$ cat src/rtl/vdffe_fifo.sv
// vdffe_fifo: parametrised synchronous FIFO with valid/ready handshakes on both sides.
// Storage is a DEPTH x k register array (DEPTH = 2**AW). The read side is a mux on the
// read pointer. Full and empty are derived from the occupancy counter, never from the
// pointers.
// Optional build macro FIFO_BYPASS_EN: when the FIFO is empty, a word offered on the input
// falls through to the output combinationally. If the consumer takes it in that same
// cycle, the word is never written.
module vdffe_fifo #(
    parameter int k  = 8,
    parameter int AW = 2
) (
    input  logic          clk,
    input  logic          reset,
    input  logic          in_valid,
    output logic          in_ready,
    input  logic [k-1:0]  in_data,
    output logic          out_valid,
    input  logic          out_ready,
    output logic [k-1:0]  out_data,
    output logic [AW:0]   count,
    output logic          full,
    output logic          empty
);

    localparam int DEPTH = 2 ** AW;
    localparam logic [AW:0] DEPTH_CNT = (AW + 1)'(DEPTH);

    logic [k-1:0]  mem [DEPTH];
    logic [AW-1:0] wp;
    logic [AW-1:0] rp;
    logic          push_wr;   // word is written into storage
    logic          pop_rd;    // head word leaves storage

    assign full     = (count == DEPTH_CNT);
    assign empty    = (count == '0);
    assign in_ready = ~full;

`ifdef FIFO_BYPASS_EN
    logic bypass;
    // An empty FIFO presents the incoming word directly; a same-cycle take skips storage.
    assign bypass    = empty & in_valid & out_ready;
    assign out_valid = ~empty | in_valid;
    assign out_data  = empty ? in_data : mem[rp];
    assign push_wr   = in_valid & in_ready & ~bypass;
    assign pop_rd    = out_ready & ~empty;
`else
    // Base build: output is registered storage only, no combinational in->out path.
    assign out_valid = ~empty;
    assign out_data  = mem[rp];
    assign push_wr   = in_valid & in_ready;
    assign pop_rd    = out_valid & out_ready;
`endif

    // Storage array: written on accepted pushes only, contents are not reset.
    always_ff @(posedge clk) begin
        if (!reset && push_wr)
            mem[wp] <= in_data;
    end

    // Pointers and occupancy; reset discards contents and ignores that edge's handshakes.
    always_ff @(posedge clk) begin
        if (reset) begin
            wp    <= '0;
            rp    <= '0;
            count <= '0;
        end else begin
            if (push_wr)
                wp <= wp + AW'(1);
            if (pop_rd)
                rp <= rp + AW'(1);
            case ({push_wr, pop_rd})
                2'b10:   count <= count + (AW + 1)'(1);
                2'b01:   count <= count - (AW + 1)'(1);
                default: count <= count;
            endcase
        end
    end

endmodule

$ cat config.mk
export PLATFORM = sky130hd
export DESIGN_NAME = vdffe_fifo
export DESIGN_NICKNAME = d
export VERILOG_FILES = /design/src/rtl/vdffe_fifo.sv
export SDC_FILE = /design/constraint.sdc
export NUM_CORES = 1
export LEC_CHECK = 0
export BUFFER_PORTS_ARGS = -buffer_cell sky130_fd_sc_hd__buf_2
export CORE_UTILIZATION = 35
export DETAILED_ROUTE_END_ITERATION = 8
export PLACE_DENSITY = 0.51
export SLEW_MARGIN = 0
export SYNTH_ARGS = -nofsm -noshare
export SYNTH_HDL_FRONTEND = slang
export SYNTH_SLANG_ARGS = --single-unit
$ cat constraint.sdc
create_clock -name clk -period 2.7 [get_ports clk]
set_clock_uncertainty 0.1 [all_clocks]
set_input_delay 0.27 -clock clk [delete_from_list [all_inputs] [get_ports clk]]
set_output_delay 0.27 -clock clk [all_outputs]
set_load 0.005 [all_outputs]
# Word-level counts from Yosys, hierarchy flattened
# Memory sizes are Yosys's and may differ from the RTL's. A register that Yosys moved wholly into a read port is not among the register bits.
# Cells that the tools add are included.
dict set report totals {
  mem_bits_rw 32
  memories 1
  out_inout_bits 15
  mem_bits_ro 0
  ff_bits 7
  latchBits 0
  elab_cells 24
}
# memory words word_bits rd rd_clocked_by_memory_dff wr line_no
set mem_list {}
lappend mem_list {mem 4 8 1 1 1 28} ;# logic [k-1:0] mem [DEPTH];
dict set report op_classes {
  addsub 4
  n_lt_le_gt_ge 0
  n_shift 0
  eq_ne 3
  n_bitwise 4
  n_reduce_logical 4
  n_mux 5
  n_div 0
  n_mul 0
}
# op count
set op_table {}
lappend op_table {{$pmux 3 s2} 1}
lappend op_table {{$add 2x1->2 const B} 2}
lappend op_table {{$mux 2} 2}
lappend op_table {{$add 3x1->3 const B} 1}
lappend op_table {{$eq 3x3->1 const B} 1}
lappend op_table {{$logic_not 3->1} 1}
lappend op_table {{$sub 3x1->3 const B} 1}
lappend op_table {{$and 1x1->1} 2}
lappend op_table {{$eq 2x1->1 const B} 1}
lappend op_table {{$eq 2x2->1 const B} 1}
lappend op_table {{$mux 1} 2}
lappend op_table {{$not 1->1} 2}
lappend op_table {{$reduce_bool 2->1} 1}
lappend op_table {{$logic_and 1x1->1} 1}
lappend op_table {{$logic_not 1->1} 1}

# Depth between registers and ports, before layout
# Gate-level depths: netlist of the first run.
dict set report logic_depth {
  depth_word 6
  depth_mapped 9
}

# Worst setup path before layout of the first run
# OpenSTA, ideal clock, no wires.
dict set report synth_timing {
  kind {reg2reg}
  start {register count[2]}
  end {register count[2]}
  t_arrival_ps 2159
  path_slack_ps 370
  setup_time_ps 71
  path_stages_with_launch 10
  path_buffers 1
  t_required_ps 2529
  synth_period_minus_slack_ps 2330
  cell_sequence {dfxtp_1 > or3b_1 > buf_6 > nand2_1 > ha_1 > inv_1 > fa_1 > xor2_1 > or3_1 > a21oi_1}
}
dict set report synth_between {
  elab_chain_cells 5
  elab_cells_between_ends 12
  classes_between {add/sub (2); eq/ne (3); mux (1); bitwise (4); reduce/logical (2)}
}
# element line_no
set synth_rtl {}
lappend synth_rtl {{start: declaration} 20} ;# output logic [AW:0] count,
lappend synth_rtl {{start signal: assignment} 72} ;# 2'b10: count <= count + (AW + 1)'(1);
lappend synth_rtl {{start signal: assignment} 73} ;# 2'b01: count <= count - (AW + 1)'(1);
lappend synth_rtl {{start signal: assignment} 74} ;# default: count <= count;
lappend synth_rtl {{$eq 3x3->1 (*)} 34} ;# assign full = (count == DEPTH_CNT);
lappend synth_rtl {{$not 1->1 (*)} 36} ;# assign in_ready = ~full;
lappend synth_rtl {{net in_ready} 15} ;# output logic in_ready,
lappend synth_rtl {{$and 1x1->1 (*)} 50} ;# assign push_wr = in_valid & in_ready;
lappend synth_rtl {{$eq 2x1->1 or $eq 2x2->1 (tied branches)} 71} ;# case ({push_wr, pop_rd})
lappend synth_rtl {{$pmux 3 s2 or $reduce_bool 2->1 (tied branches)} n/a}
# The timed path passes the listed nets; every way through them passes the cells marked *.
# A chain may end at the register's enable or synchronous reset.

# Worst setup path in the final report of the first run
dict set report layout_timing {
  start {register count[2]}
  end {register count[2]}
}
dict set report layout_between {
  elab_chain_cells 5
  elab_cells_between_ends 12
  classes_between {add/sub (2); eq/ne (3); mux (1); bitwise (4); reduce/logical (2)}
}
# element line_no
set layout_rtl {}
lappend layout_rtl {{$eq 3x3->1 or $logic_not 3->1 (tied branches)} {34, 35}}
lappend layout_rtl {{$not 1->1, on equally long branches} {36, 48}}
lappend layout_rtl {{$and 1x1->1, on equally long branches} {50, 51}}
lappend layout_rtl {{$eq 2x1->1 or $eq 2x2->1 (tied branches)} 71}
lappend layout_rtl {{$pmux 3 s2 or $reduce_bool 2->1 (tied branches)} n/a}
# Several ways; a longest one is shown, not always the timed one.

==> results.md, run 1 <==
* Final min period at about 2.4 ns
* Routed wire per std cell at about 15 um
* Final Core Density at 43.81%
* Distinct cells, synth at 23
* Via density per instance at around 4.8
* Worst EP required at roughly 2.8 ns
* GRT Max-Usage Layer: met2
* I/O pin count at 27
* R2r setup slk at 0.25 ns
* Final Slew Violations at 0
* Worst EP arrival at around 2.6 ns
* Crit Path Class: flip-flop to flip-flop
* R2R depth at 8
* R2R Path Start: count[2]
* Die area at 4965 sq um
* Synthesized net count at about 120
* Root buf cell: clkbuf_8
* Max_cap viols at 0
* Worst-margin pin slew at 0.5773 ns
* Yosys reg bits at 41
* Leakage power at 0.7296 nW
* Met2 Track Usage GR at 20.06%
* Area delta synth->final at 18.69%
* IO buf count at 26
* GR Util met3 at under 10%
* First-pass GRT wire length at between 4 and 5 mm
* Num CTS Buffers at 5
* Post-Syn Area per Cell at roughly 17 sq um
* TritonCTS clock tree: done
* Slew headroom at 61.46%
* Global Route Usage Sum at about an eighth
* GR Layer Usage met1 at 14.90%
* Worst hold-check path type: input pin to flip-flop
* Pwr Density at about 830 nW/um^2
* DRC viols at 7
* Most frequent cells in the layout: edfxtp_1, buf_2, dfxtp_1
* Mapped Area at 1640 sq um
* Core area at 4444 sq um
* Share of layout cells above drive strength 1 at 37.31%
* Hold Vio Cnt, Final at 0
* Die Y at approximately 70 um
* Pre-Repair DR Iteration Count at 6
* Starting Density at between 30% and 40%
* Vias in the first global route at just over 900
* Failing checks: DRC
* Via count at 894
* Final setup viols at 0
* Critical path endpoint category: flip-flop
* Startpoint Class: flip-flop
* Hold buffers post-CTS at 0
* Sequential-to-total area share from yosys stat at approximately 70%
* Ys Warns at 0
* Clock Latency Late Sink at between 0.2 and 0.3 ns
* Setup_tns at 0 ns
* Clk buf depth at 2
* Iter 0 DRT Violations at 30
* Critical Path Start: count[2]
* H-tree depth at 2
* Post-route ant nets at 0
* Routed WL at 2.730 mm
* Post-layout nets at about 150
* Clk sink count at 41
* ANT cells at 0
* Critical path peak fanout at 7
* Post-CTS Setup Repair Bufs at 0
* Die span in x at 70.46 um
* # resized after CTS at 0
* Commonest non-fill, non-tap cell in the layout: edfxtp_1
* Worst VDD drop at 0.2541 mV
* Placer congestion estimate at 0.7012
* Fin crit share at 90.63%
* Upper clock frequency limit at just over 400 MHz
* CP endpoint: count[2]
* Status: finished, violations left
* Dpl hpwl at 1.979 mm
* Gr ovfl total at 0
* Reg-to-Reg End: count[2]
* Clock transition at path regs at 0.07 ns
* Initial antenna violation count at 0
* Row cnt at 24
* Unrepaired setup endpoints after global routing: no
* Synth Instances at 97
* Largest net degree at the start of global routing at 13
## cells in the mapped netlist
cell | count | area, sq um
o31ai_1 | 1 | 7.510
nor2_1 | 5 | 18.77
buf_6 | 1 | 11.26
a21o_1 | 2 | 15.01
buf_1 | 1 | 3.750
o21ai_0 | 2 | 10.01
xor2_1 | 3 | 26.28
inv_1 | 8 | 30.03
fa_1 | 1 | 20.02
dfxtp_1 | 9 | 180.2
nand2_1 | 2 | 7.510
buf_2 | 1 | 5.000
nor3b_1 | 4 | 30.03
ha_1 | 5 | 62.56
clkbuf_1 | 1 | 3.750
a21oi_2 | 1 | 8.760
a21oi_1 | 4 | 20.02
or3_1 | 2 | 12.51
edfxtp_1 | 32 | 960.9
or3b_1 | 1 | 8.760
mux4_2 | 8 | 180.2
or3_2 | 1 | 7.510
nand3_1 | 2 | 10.01
## stage by stage
step	power, mW	std cells	area, sq um	setup slack, ns	hold slack, ns
floorplan	1.105	97	1640	0.3695	0.2689
global placement	1.257	178	1864	0.3203	0.3712
detailed placement	1.263	178	1864	0.2548	0.3866
CTS	1.643	186	1947	0.2211	0.08889
global route	1.733	186	1947	0.08869	0.08718
finish	1.620	186	1947	0.2529	0.09711
## critical path: stages, from the launching register on
cell and delay (ns):
dfxtp_1 0.39, or3b_1 0.47, nand2_1 0.20, ha_1 0.21
inv_1 0.06, fa_1 0.37, xor2_1 0.16, or3_1 0.30
a21oi_1 0.14
## area by class of cell
cell class / count / area [sq um]
timing repair buffer: 33 / 182.7
inverter: 8 / 30.03
tap: 52 / 65.06
multi-input combinational: 44 / 445.4
sequential: 41 / 1141
clock buffer: 6 / 72.57
clock inverter: 2 / 10.01
fill: 417 / 2497
## power by group
group / internal, mW / switching (mW)
clock: 0.179 / 0.195
combinational: 0.233 / 0.190
sequential: 0.745 / 0.0787
total: 1.16 / 0.464
## sequential cells by signal, summed over array words and instances (netlist names), named ones only
register	cells
count	3
mem	32
rp	2
wp	2
## routing by layer
metal  wire [um]  up-vias  share of wire (%)
met2        1312       23                 48
met4          61        0                2.2
li1            -      431                  -
met1        1233      432                 45
met5           0        -                  0
met3         122        8                4.5
## worst min path at each step
stage,startpoint,end,slack (ns),cells after the start
6_report,in_data[2],mem[2][2],0.1,1
5_1_grt,in_data[2],mem[2][2],0.09,1
4_1_cts,in_data[2],mem[2][2],0.09,1
3_5_place_dp,in_data[2],mem[2][2],0.39,1
3_3_place_gp,rp[1],rp[1],0.37,2
2_1_floorplan,in_data[0],mem[0][0],0.27,0
## kinds of logic after synthesis
| group | synth area share [%] |
|---|---|
| adders and majority gates | 5.034 |
| buffers and inverters | 3.279 |
| xor gates and xnor gates | 1.602 |
| and+or+nand+nor | 5.798 |
| muxes | 10.98 |
| DFF | 69.56 |
| AOI/OAI and AO/OA | 3.738 |
No activity file was read; power rests on OpenSTA's default activity.
==> run 2, diff against run 1 <==
- CTS_CLUSTER_SIZE: unset -> 12
- GPL_TIMING_DRIVEN: unset -> 0
==> results.md, run 2 (synthesis gave the netlist of run 1 again) <==
* # resized after CTS at 0
* Fin crit share at 94.83%
* Reg-to-Reg End: count[2]
* Worst hold-check path type: input pin to flip-flop
* H-tree depth at 2
* Leakage power at 0.7082 nW
* Total Power at 1.622 mW
* Post-CTS Setup Repair Bufs at 0
* Worst EP arrival at between 2 and 3 ns
* Final setup viols at 0
* I/O pin count at 27
* Slew headroom at ~43%
* Die area at 4965 sq um
* Largest net degree at the start of global routing at 13
* Unrepaired setup endpoints after global routing: no
* Gr ovfl total at 0
* Vias in the first global route at 905
* Post-layout nets at approximately 150
* Num CTS Buffers at 5
* Max reg flops at 32
* Failing checks: DRC
* IO buf count at 26
* Clock Latency Late Sink at 0.28 ns
* Clock transition at path regs at approximately 0.080 ns
* Die Y at 70.46 um
* Setup_tns at 0 ns
* Iter 0 DRT Violations at 28
* Commonest non-fill, non-tap cell in the layout: edfxtp_1
* Worst VDD drop at 0.2964 mV
* Worst hold slack at 0.09415 ns
* Placer congestion estimate at 0.6985
* Pwr Density at 838.2 nW/um^2
* Dpl hpwl at 1.913 mm
* Via density per instance at 4.798
* Pre-Repair DR Iteration Count at 6
* Worst-margin pin slew at between 0.8 and 0.9 ns
* Routed wire per std cell at 14.83 um
* Crit Path Class: flip-flop to flip-flop
* Clk sink count at 41
* Share of layout cells above drive strength 1 at a little over a third
* Root buf cell: clkbuf_8
* R2R Path Start: count[2]
* Worst EP required at 2.81 ns
* Hold Vio Cnt, Final at 0
* Critical path peak fanout at 7
* Startpoint Class: flip-flop
* R2r setup slk at 0.14 ns
* Hold path startpoint: in_data[5]
* Hold Path Cell Cnt at 1
* ANT cells at 0
* Post-route ant nets at 0
* Most frequent cells in the layout: edfxtp_1, buf_2, dfxtp_1
* Hold buffers post-CTS at 0
* Register with the most flip-flops: mem
* Global Route Usage Sum at 12.13%
* Routed WL at 2.714 mm
* Final min period at about 2.6 ns
* DRC viols at 6
* First-pass GRT wire length at around 4.3 mm
* Core area at 4444 sq um
* Critical path endpoint category: flip-flop
* TritonCTS clock tree: done
* Upper clock frequency limit at roughly 390 MHz
* Final Slew Violations at 0
* Final Core Density at 43.55%
* Initial antenna violation count at 0
* Via count at 878
* Min-Delay Endpoint: mem[0][5]
* Row cnt at 24
* Starting Density at 36.91%
* Die span in x at 70.46 um
* Status: finished, violations left
* Max_cap viols at 0
* Clk buf depth at 2
* Area delta synth->final at 18.00%
* Top Registers: mem: 32 flops, count: 3 flops
* R2R depth at 9
[run 2: power by group]
| group | total [mW] | internal (mW) | switching, mW | leakage (nW) |
|---|---|---|---|---|
| clock | 0.370 | 0.173 | 0.197 | 0.0377 |
| combinational | 0.468 | 0.238 | 0.229 | 0.306 |
| sequential | 0.785 | 0.745 | 0.0397 | 0.364 |
[run 2: worst max path at each step]
stage | start | slack, ns | to
final | count[2] | 0.14 | count[2]
after global routing | count[2] | 0.02 | count[2]
after CTS | count[0] | 0.12 | mem[3][1]
after detailed placement | count[0] | 0.15 | mem[3][5]
after global placement | count[0] | 0.15 | mem[0][7]
after floorplan | count[2] | 0.37 | count[2]
[run 2: area by class of cell]
cell class | instances | area, sq um
buffer | 4 | 23.77
timing repair buffer | 27 | 135.1
tap | 52 | 65.06
sequential | 41 | 1141
clock buffer | 5 | 68.82
clock inverter | 2 | 11.26
inverter | 8 | 30.03
multi-input combinational | 44 | 460.4
fill | 413 | 2509
[run 2: through the flow]
step	cells	setup WS [ns]	area, sq um
2_1_floorplan	97	0.3695	1640
3_3_place_gp	175	0.1471	1836
3_5_place_dp	176	0.1462	1851
4_1_cts	183	0.1174	1931
5_1_grt	183	0.01595	1936
6_report	183	0.1397	1936
[run 2: worst max-delay path, stage by stage (launching register included)]
cell,delay [ns]
dfxtp_1,0.40
or3b_1,0.38
buf_6,0.14
nand2_1,0.20
ha_1,0.23
inv_1,0.06
fa_1,0.37
xor2_1,0.16
or3_1,0.31
a21oi_1,0.14
[run 2: per-layer routing]
layer  up-vias  share of wire, %  GRT usage, %  wire [um]
met3         2               5.7         5.628        154
met5         -                 0             0          0
met2        23                48         19.20       1308
met1       426                45         14.03       1231
met4         0              0.74         5.442         20
li1        427                 -             -          -
